### src/rtl/rr_mux_sched.sv
// Round-robin 8:1 mux scheduler: one owner at a time, each grant bounded by
// HOLD cycles and followed by a mandatory idle cycle before the next grant.
module rr_mux_sched #(
  parameter int unsigned HOLD = 4
) (
  input  logic       clk,
  input  logic       rst,
  input  logic [7:0] req,
  input  logic       rel,    // owner done; "release" is a reserved word
  output logic [2:0] sel,
  output logic [7:0] grant,
  output logic       busy
);

  typedef enum logic {
    IDLE = 1'b0,
    OWN  = 1'b1
  } state_t;

  state_t     state;
  logic [2:0] ptr;
  logic [3:0] cnt;
  logic [2:0] win;
  logic [2:0] idx;
  logic       found;
  logic       grant_end;

  // First requester at or after ptr, wrapping modulo 8.
  always_comb begin
    win   = ptr;
    idx   = ptr;
    found = 1'b0;
    for (int i = 0; i < 8; i++) begin
      idx = ptr + 3'(i);
      if (!found && req[idx]) begin
        win   = idx;
        found = 1'b1;
      end
    end
  end

  assign grant_end = rel || !req[sel] || (cnt == 4'(HOLD - 1));

  always_ff @(posedge clk) begin
    if (rst) begin
      state <= IDLE;
      ptr   <= 3'd0;
      cnt   <= 4'd0;
      sel   <= 3'd0;
      grant <= 8'd0;
      busy  <= 1'b0;
    end else begin
      case (state)
        IDLE: begin
          if (|req) begin
            sel   <= win;
            grant <= 8'd1 << win;
            busy  <= 1'b1;
            cnt   <= 4'd0;
            state <= OWN;
          end
        end
        OWN: begin
          // Ending always passes through IDLE, which yields the dead cycle.
          if (grant_end) begin
            grant <= 8'd0;
            busy  <= 1'b0;
            ptr   <= sel + 3'd1;
            state <= IDLE;
          end else begin
            cnt <= cnt + 4'd1;
          end
        end
        default: state <= IDLE;
      endcase
    end
  end

endmodule
### config.mk
export PLATFORM = sky130hd
export DESIGN_NAME = rr_mux_sched
export DESIGN_NICKNAME = d
export VERILOG_FILES = /design/src/rtl/rr_mux_sched.sv
export SDC_FILE = /design/constraint.sdc
export NUM_CORES = 1
export LEC_CHECK = 0
export CAP_MARGIN = 20
export CORE_ASPECT_RATIO = 1.4
export CORE_MARGIN = 10
export CORE_UTILIZATION = 55
export DETAILED_ROUTE_END_ITERATION = 12
export PLACE_DENSITY_LB_ADDON = 0.2
export SYNTH_ARGS = -nofsm -noshare
export SYNTH_HDL_FRONTEND = slang
export SYNTH_SLANG_ARGS = --single-unit
### constraint.sdc
create_clock -name clk -period 5.1 [get_ports clk]
set_input_delay 1.02 -clock clk [delete_from_list [all_inputs] [get_ports clk]]
set_output_delay 1.02 -clock clk [all_outputs]
set_load 0.02 [all_outputs]
# Yosys cells after proc, flatten, opt, wreduce, memory -nomap -nowiden
# Index checks and enable logic that the tools add are counted.
classes:
  addsub: 9
  n_lt_le_gt_ge: 9
  n_eq_ne: 4
  n_shift: 1
  mux: 44
  bitwise_logic: 1
  reduce_logical: 22
ops:
  columns: ["operator", "count"]
  rows:
  - ["less-than comparator 3 x 4 -> 1 bit (second input constant)", 9]
  - ["binary-select mux 1 bit (select 3 bit)", 9]
  - ["two-way mux 3 bit", 7]
  - ["two-way mux 1 bit", 20]
  - ["two-way mux 8 bit", 2]
  - ["case mux 8 bit (2 select lines)", 1]
  - ["adder 3 bit (second input constant)", 4]
  - ["zero test 1 bit", 8]
  - ["two-way mux 4 bit", 2]
  - ["case mux 4 bit (2 select lines)", 1]
  - ["AND reduction 2 bit", 4]
  - ["OR reduction 8 bit", 1]
  - ["<< shifter 1 x 3 -> 8 bit (first input constant)", 1]
  - ["logical AND 1 bit", 7]
  - ["adder 3 x 1 -> 3 bit (second input constant)", 2]
  - ["adder 3 x 2 -> 3 bit (second input constant)", 2]
  - ["adder 4 x 1 -> 4 bit (second input constant)", 1]
  - ["equality test 4 x 2 -> 1 bit (second input constant)", 1]
  - ["inequality test 2 bit (second input constant)", 2]
  - ["case mux 1 bit (2 select lines)", 2]
  - ["logical OR 1 bit", 2]
  - ["inequality test 2 x 1 -> 1 bit (second input constant)", 1]
  - ["inverter 1 bit", 1]
totals:
  reg_bits: 20
  in_bits: 11
  out_inout_bits: 12

# Depth between registers and ports, before layout
depth:
  depth_word: 27
  ltp_mapped: 13
  depth_no_buf: 10

# Least setup slack after synthesis
# No wires, ideal clock.
synth_path:
  kind: "register to register"
  from: "register ptr[1]"
  to: "register grant[2]"
  t_arrival_ns: 3.215
  required_ns: 4.983
  path_slack_ns: 1.768
  stages_incl_launch_ff: 14
  n_path_buf: 3
  synth_period_minus_slack_ns: 3.332
  path_cell_list: "dfxtp_1 > clkbuf_1 > clkinv_1 > ha_1 > buf_2 > buf_4 > mux4_2 > mux2_2 > or3_1 > a21boi_0 > a311oi_1 > o22a_1 > or2_1 > o21ai_1"
synth_between:
  elab_chain_len: 27
synth_lines:
  columns: ["item", "line", "source"]
  rows:
  - ["start: declaration", "21", "logic [2:0] ptr;"]
  - ["start signal: assignment", "68", "ptr <= sel + 3'd1;"]
  - ["branches (longest 23 deep; another with adder 3 x 1 -> 3 bit)", null, null]
  - ["two-way mux 3 bit *", "35", "if (!found && req[idx]) begin"]
  - ["<< shifter 1 x 3 -> 8 bit *", "57", "grant <= 8'd1 << win;"]
  - ["two-way mux 8 bit *", "55", "if (|req) begin"]
  - ["case mux 8 bit (2 select lines) *", "53", "case (state)"]
  - ["end signal: assignment", "57", null]
  - ["end: declaration", "11", "output logic [7:0] grant,"]
# Mark *: on every way between the ends. The select of a mux whose other input is x is not followed.
# A chain may end at the register's enable or synchronous reset.

# Worst setup path in the final report
layout_path:
  from: "register ptr[1]"
  to: "register grant[6]"
# The elaborated chain is that of the path after synthesis.

==> impl_results.md <==
* CP Buf/Inv Count at 1
* Startpoint Class: register
* Register share of total power at 23.6%
* Worst setup path endpoint: grant[6]
* CTS tree: done
* Slew Viols, Final at 0
* Die footprint at 6136 µm²
* Seq/Total Area, Yosys at 21.55%
* Ant. Diodes at 0
* Data required time of the worst path at 5.26 ns
* Post-Route WL at 4.910 mm
* Largest net degree at the start of global routing at 20
* Fmax at 228.2 MHz
* Worst r2r src: ptr[1]
* Clk sink count at 20
* Run status: complete, no violations
* Worst slew pin tran at 0.9068 ns
* Cell Area, Synth at 1858 µm²
* DR WL/cell at 19.41 µm
* WP data arrival at 4.54 ns
* Synth top area cells: dfxtp_1, mux4_2, mux2i_1
* Setup bufs post-CTS at 0
* Hold Path Class: reg2reg
* Gate Count Post-Synth at 197
* Initial Util at 58.37%
* Cell taking the most area after synthesis: dfxtp_1
* PD cells at 432.7 nW/µm²
* Mapped Avg Cell Area at 9.432 µm²
* Core box area at 3183 µm²
* Share of cells above drive strength 1 at 14.95%
* Placed Area at 2074 µm²
* FFs w/ async S/R, synth at 0%
* Number of synthesized flops with an enable pin at 0
* Clock Power Share at 16.9%
* First-pass GRT wire length at 8.211 mm
* Relative slew slack at 39.55%
* Critical Path, Cell by Cell: clkinv_1 -> ha_1 -> mux4_2 -> mux2i_1 -> a32oi_1 -> nor4b_1 -> a41oi_1 -> a31oi_1 -> nand2b_1 -> o21ai_1
* Post-DRT Antenna Nets at 0
* Final instance area at 2146 µm²
* RSZ-0062 raised after global routing: no
* Vias in the first global route at 1776
* Hold Slack at 0.4507 ns
* Critical Path Max Stage Delay at 0.79 ns
* Placed cells at 249
* Worst setup EP type: register
* Worst r2r dst: grant[6]
* CP Max Fanout at 15
* Distinct cells, synth at 57
* Setup_tns at 0 ns
* Io pins at 23
* Gpl congestion at 0.9267
* Worst-Skew Late Latency at 0.26 ns
* CTS Hold Buffers Added at 0
* Final setup vio count at 0
* Row Count at 24
* Congestion Overflow GR at 0
* Ys flop type: dfxtp_1
* YS warnings at 0
* CTS buffer count at 3
* P_int at 0.0005337 W
* Fin cells at 253
* Synthesized flop and latch total at 20
* Chip Width at 69.12 µm
* Worst Setup Path Type: reg2reg
* Number of antenna violations at the first check in global routing at 0
* Reg area at 400.4 µm²
* Die Ht at 88.77 µm
* Clock skew at 0.009632 ns
* Number of cells on the critical path at 10
* Filler cells at 276
* Worst path slowest cell: ha_1
* Max IR drop VDD at 0.0003484 V
* Hold Fails Final Rpt at 0
* Synth top area share at 21.55%
* Port Buffer Count at 22
* Final min period at 4.382 ns
* Switching share of power at 42.51%
* DR pass1 iterations at 4
* Drt first-iter violations at 137
* Most frequent cells after synthesis: dfxtp_1, nor2_1, nand2_1, mux4_2
* Final layout net count at 230
* Drt drc at 0
* PostCTS Resize Cnt at 0
* Avg Vias per Cell at 6.656
* CP top delay family: multiplexers
* Cell leakage power at 0.7429 nW
* Total GRT Usage at 15.64%
* Clock buffer depth at 2
* DPL Wire Length at 3.673 mm
* R2R depth at 10
* Critical Path Source: ptr[1]
* Multi-input gate area at 1371 µm²
* Setup slack, reg-to-reg at 0.72 ns
* Clock input transition at the sequential cells of the worst setup and hold paths at 0.08 ns
* CTS H-tree lvls at 1
* Syn Nets at 212
* Max cap viols at 0
* Sw Pwr at 0.0003947 W
* Fin crit share at 85.92%
* Root Driver: clkbuf_8
* Combinational power share at 59.5%
* Vias at 1684
* Layout area overhead at 15.49%
sequential cells by signal (all words and copies together) (netlist names):
register / count
grant: 8
state: 1
busy: 1
cnt: 4
ptr: 3
sel: 3
area by class of cell:
| class | count | share of cell area (%) |
|---|---|---|
| Multi-Input combinational cell | 160 | 63.91 |
| Clock inverter | 1 | 1.399 |
| Timing Repair Buffer | 23 | 10.61 |
| Inverter | 7 | 1.224 |
| Tap cell | 39 | 2.274 |
| Sequential cell | 20 | 18.66 |
| Clock buffer | 3 | 1.924 |
tightest hold or removal path, cell delays in order, from the launching register on:
cell	delay, ns
dfxtp_1	0.31
nand2_1	0.05
o21ai_1	0.05
how the worst min path moves through the flow:
stage                         from  slack, ns  endpoint  cells past startpoint
final                     grant[5]       0.45  grant[5]                      2
after floorplan             cnt[3]       0.48    cnt[3]                      2
after global routing      grant[0]       0.47  grant[0]                      2
after CTS                 grant[2]       0.45  grant[2]                      2
after global placement    grant[5]       0.44  grant[5]                      2
after detailed placement  grant[2]       0.44  grant[2]                      2
through the flow:
step	power (W)	worst slack, ns	util, %
final	0.0009284	0.7179	67.41
after global routing	0.0009806	0.4966	67.41
after detailed placement	0.0007595	0.8652	65.17
after floorplan	0.0006233	1.768	-
after global placement	0.0007425	0.9628	65.17
after CTS	0.0009224	0.8128	67.41
power by group through the flow:
stage                     Combinational [W]  Clock [W]  Sequential, W
after floorplan                    0.000390          0       0.000233
after CTS                          0.000546   0.000158       0.000218
after detailed placement           0.000537          0       0.000222
final                              0.000553   0.000157       0.000219
after global routing               0.000595   0.000163       0.000222
after global placement             0.000523          0       0.000219
cell usage in the layout, fill, tap and decap left out, types with 2 or more instances in the layout:
cell / synthesis / final
mux4_2: 15 / 15
and3_1: 2 / 2
xnor2_1: 5 / 5
clkbuf_8: 0 / 3
nor3_1: 3 / 3
nor2b_1: 3 / 3
clkinv_1: 2 / 2
nor2_1: 20 / 20
ha_1: 4 / 4
mux2i_1: 8 / 8
a211oi_1: 6 / 6
nor4_1: 2 / 2
nand2b_1: 4 / 4
o21ai_1: 8 / 8
and2_1: 3 / 3
a31oi_1: 3 / 3
a32oi_1: 3 / 3
inv_1: 5 / 5
xor2_1: 3 / 3
mux2_1: 4 / 4
a211o_1: 2 / 2
mux2_2: 3 / 3
nand2_1: 17 / 17
dfxtp_1: 20 / 20
o21ai_0: 8 / 8
clkdlybuf4s50_1: 0 / 22
o22a_1: 2 / 2
a21oi_1: 5 / 5
per-layer routing:
metal	global-route usage (%)	share of wire [%]	vias to the layer above
li1	-	-	789
met1	15.84	38	824
met2	30.33	55	61
met3	2.354	5.0	10
met4	8.073	2.0	0
met5	0	0	-
logic make-up (layout without fill, tap and decap cells):
family | after synthesis | after routing | synth area share (%)
AOI/OAI and AO/OA | 50 | 50 | 20.00
and+or+nand+nor | 67 | 67 | 19.19
buffers and inverters | 17 | 34 | 4.646
muxes | 31 | 31 | 28.15
DFF | 20 | 20 | 21.55
xor gates and xnor gates | 8 | 8 | 3.771
adders and majority gates | 4 | 4 | 2.694
Power figures use the tool's default switching activity.
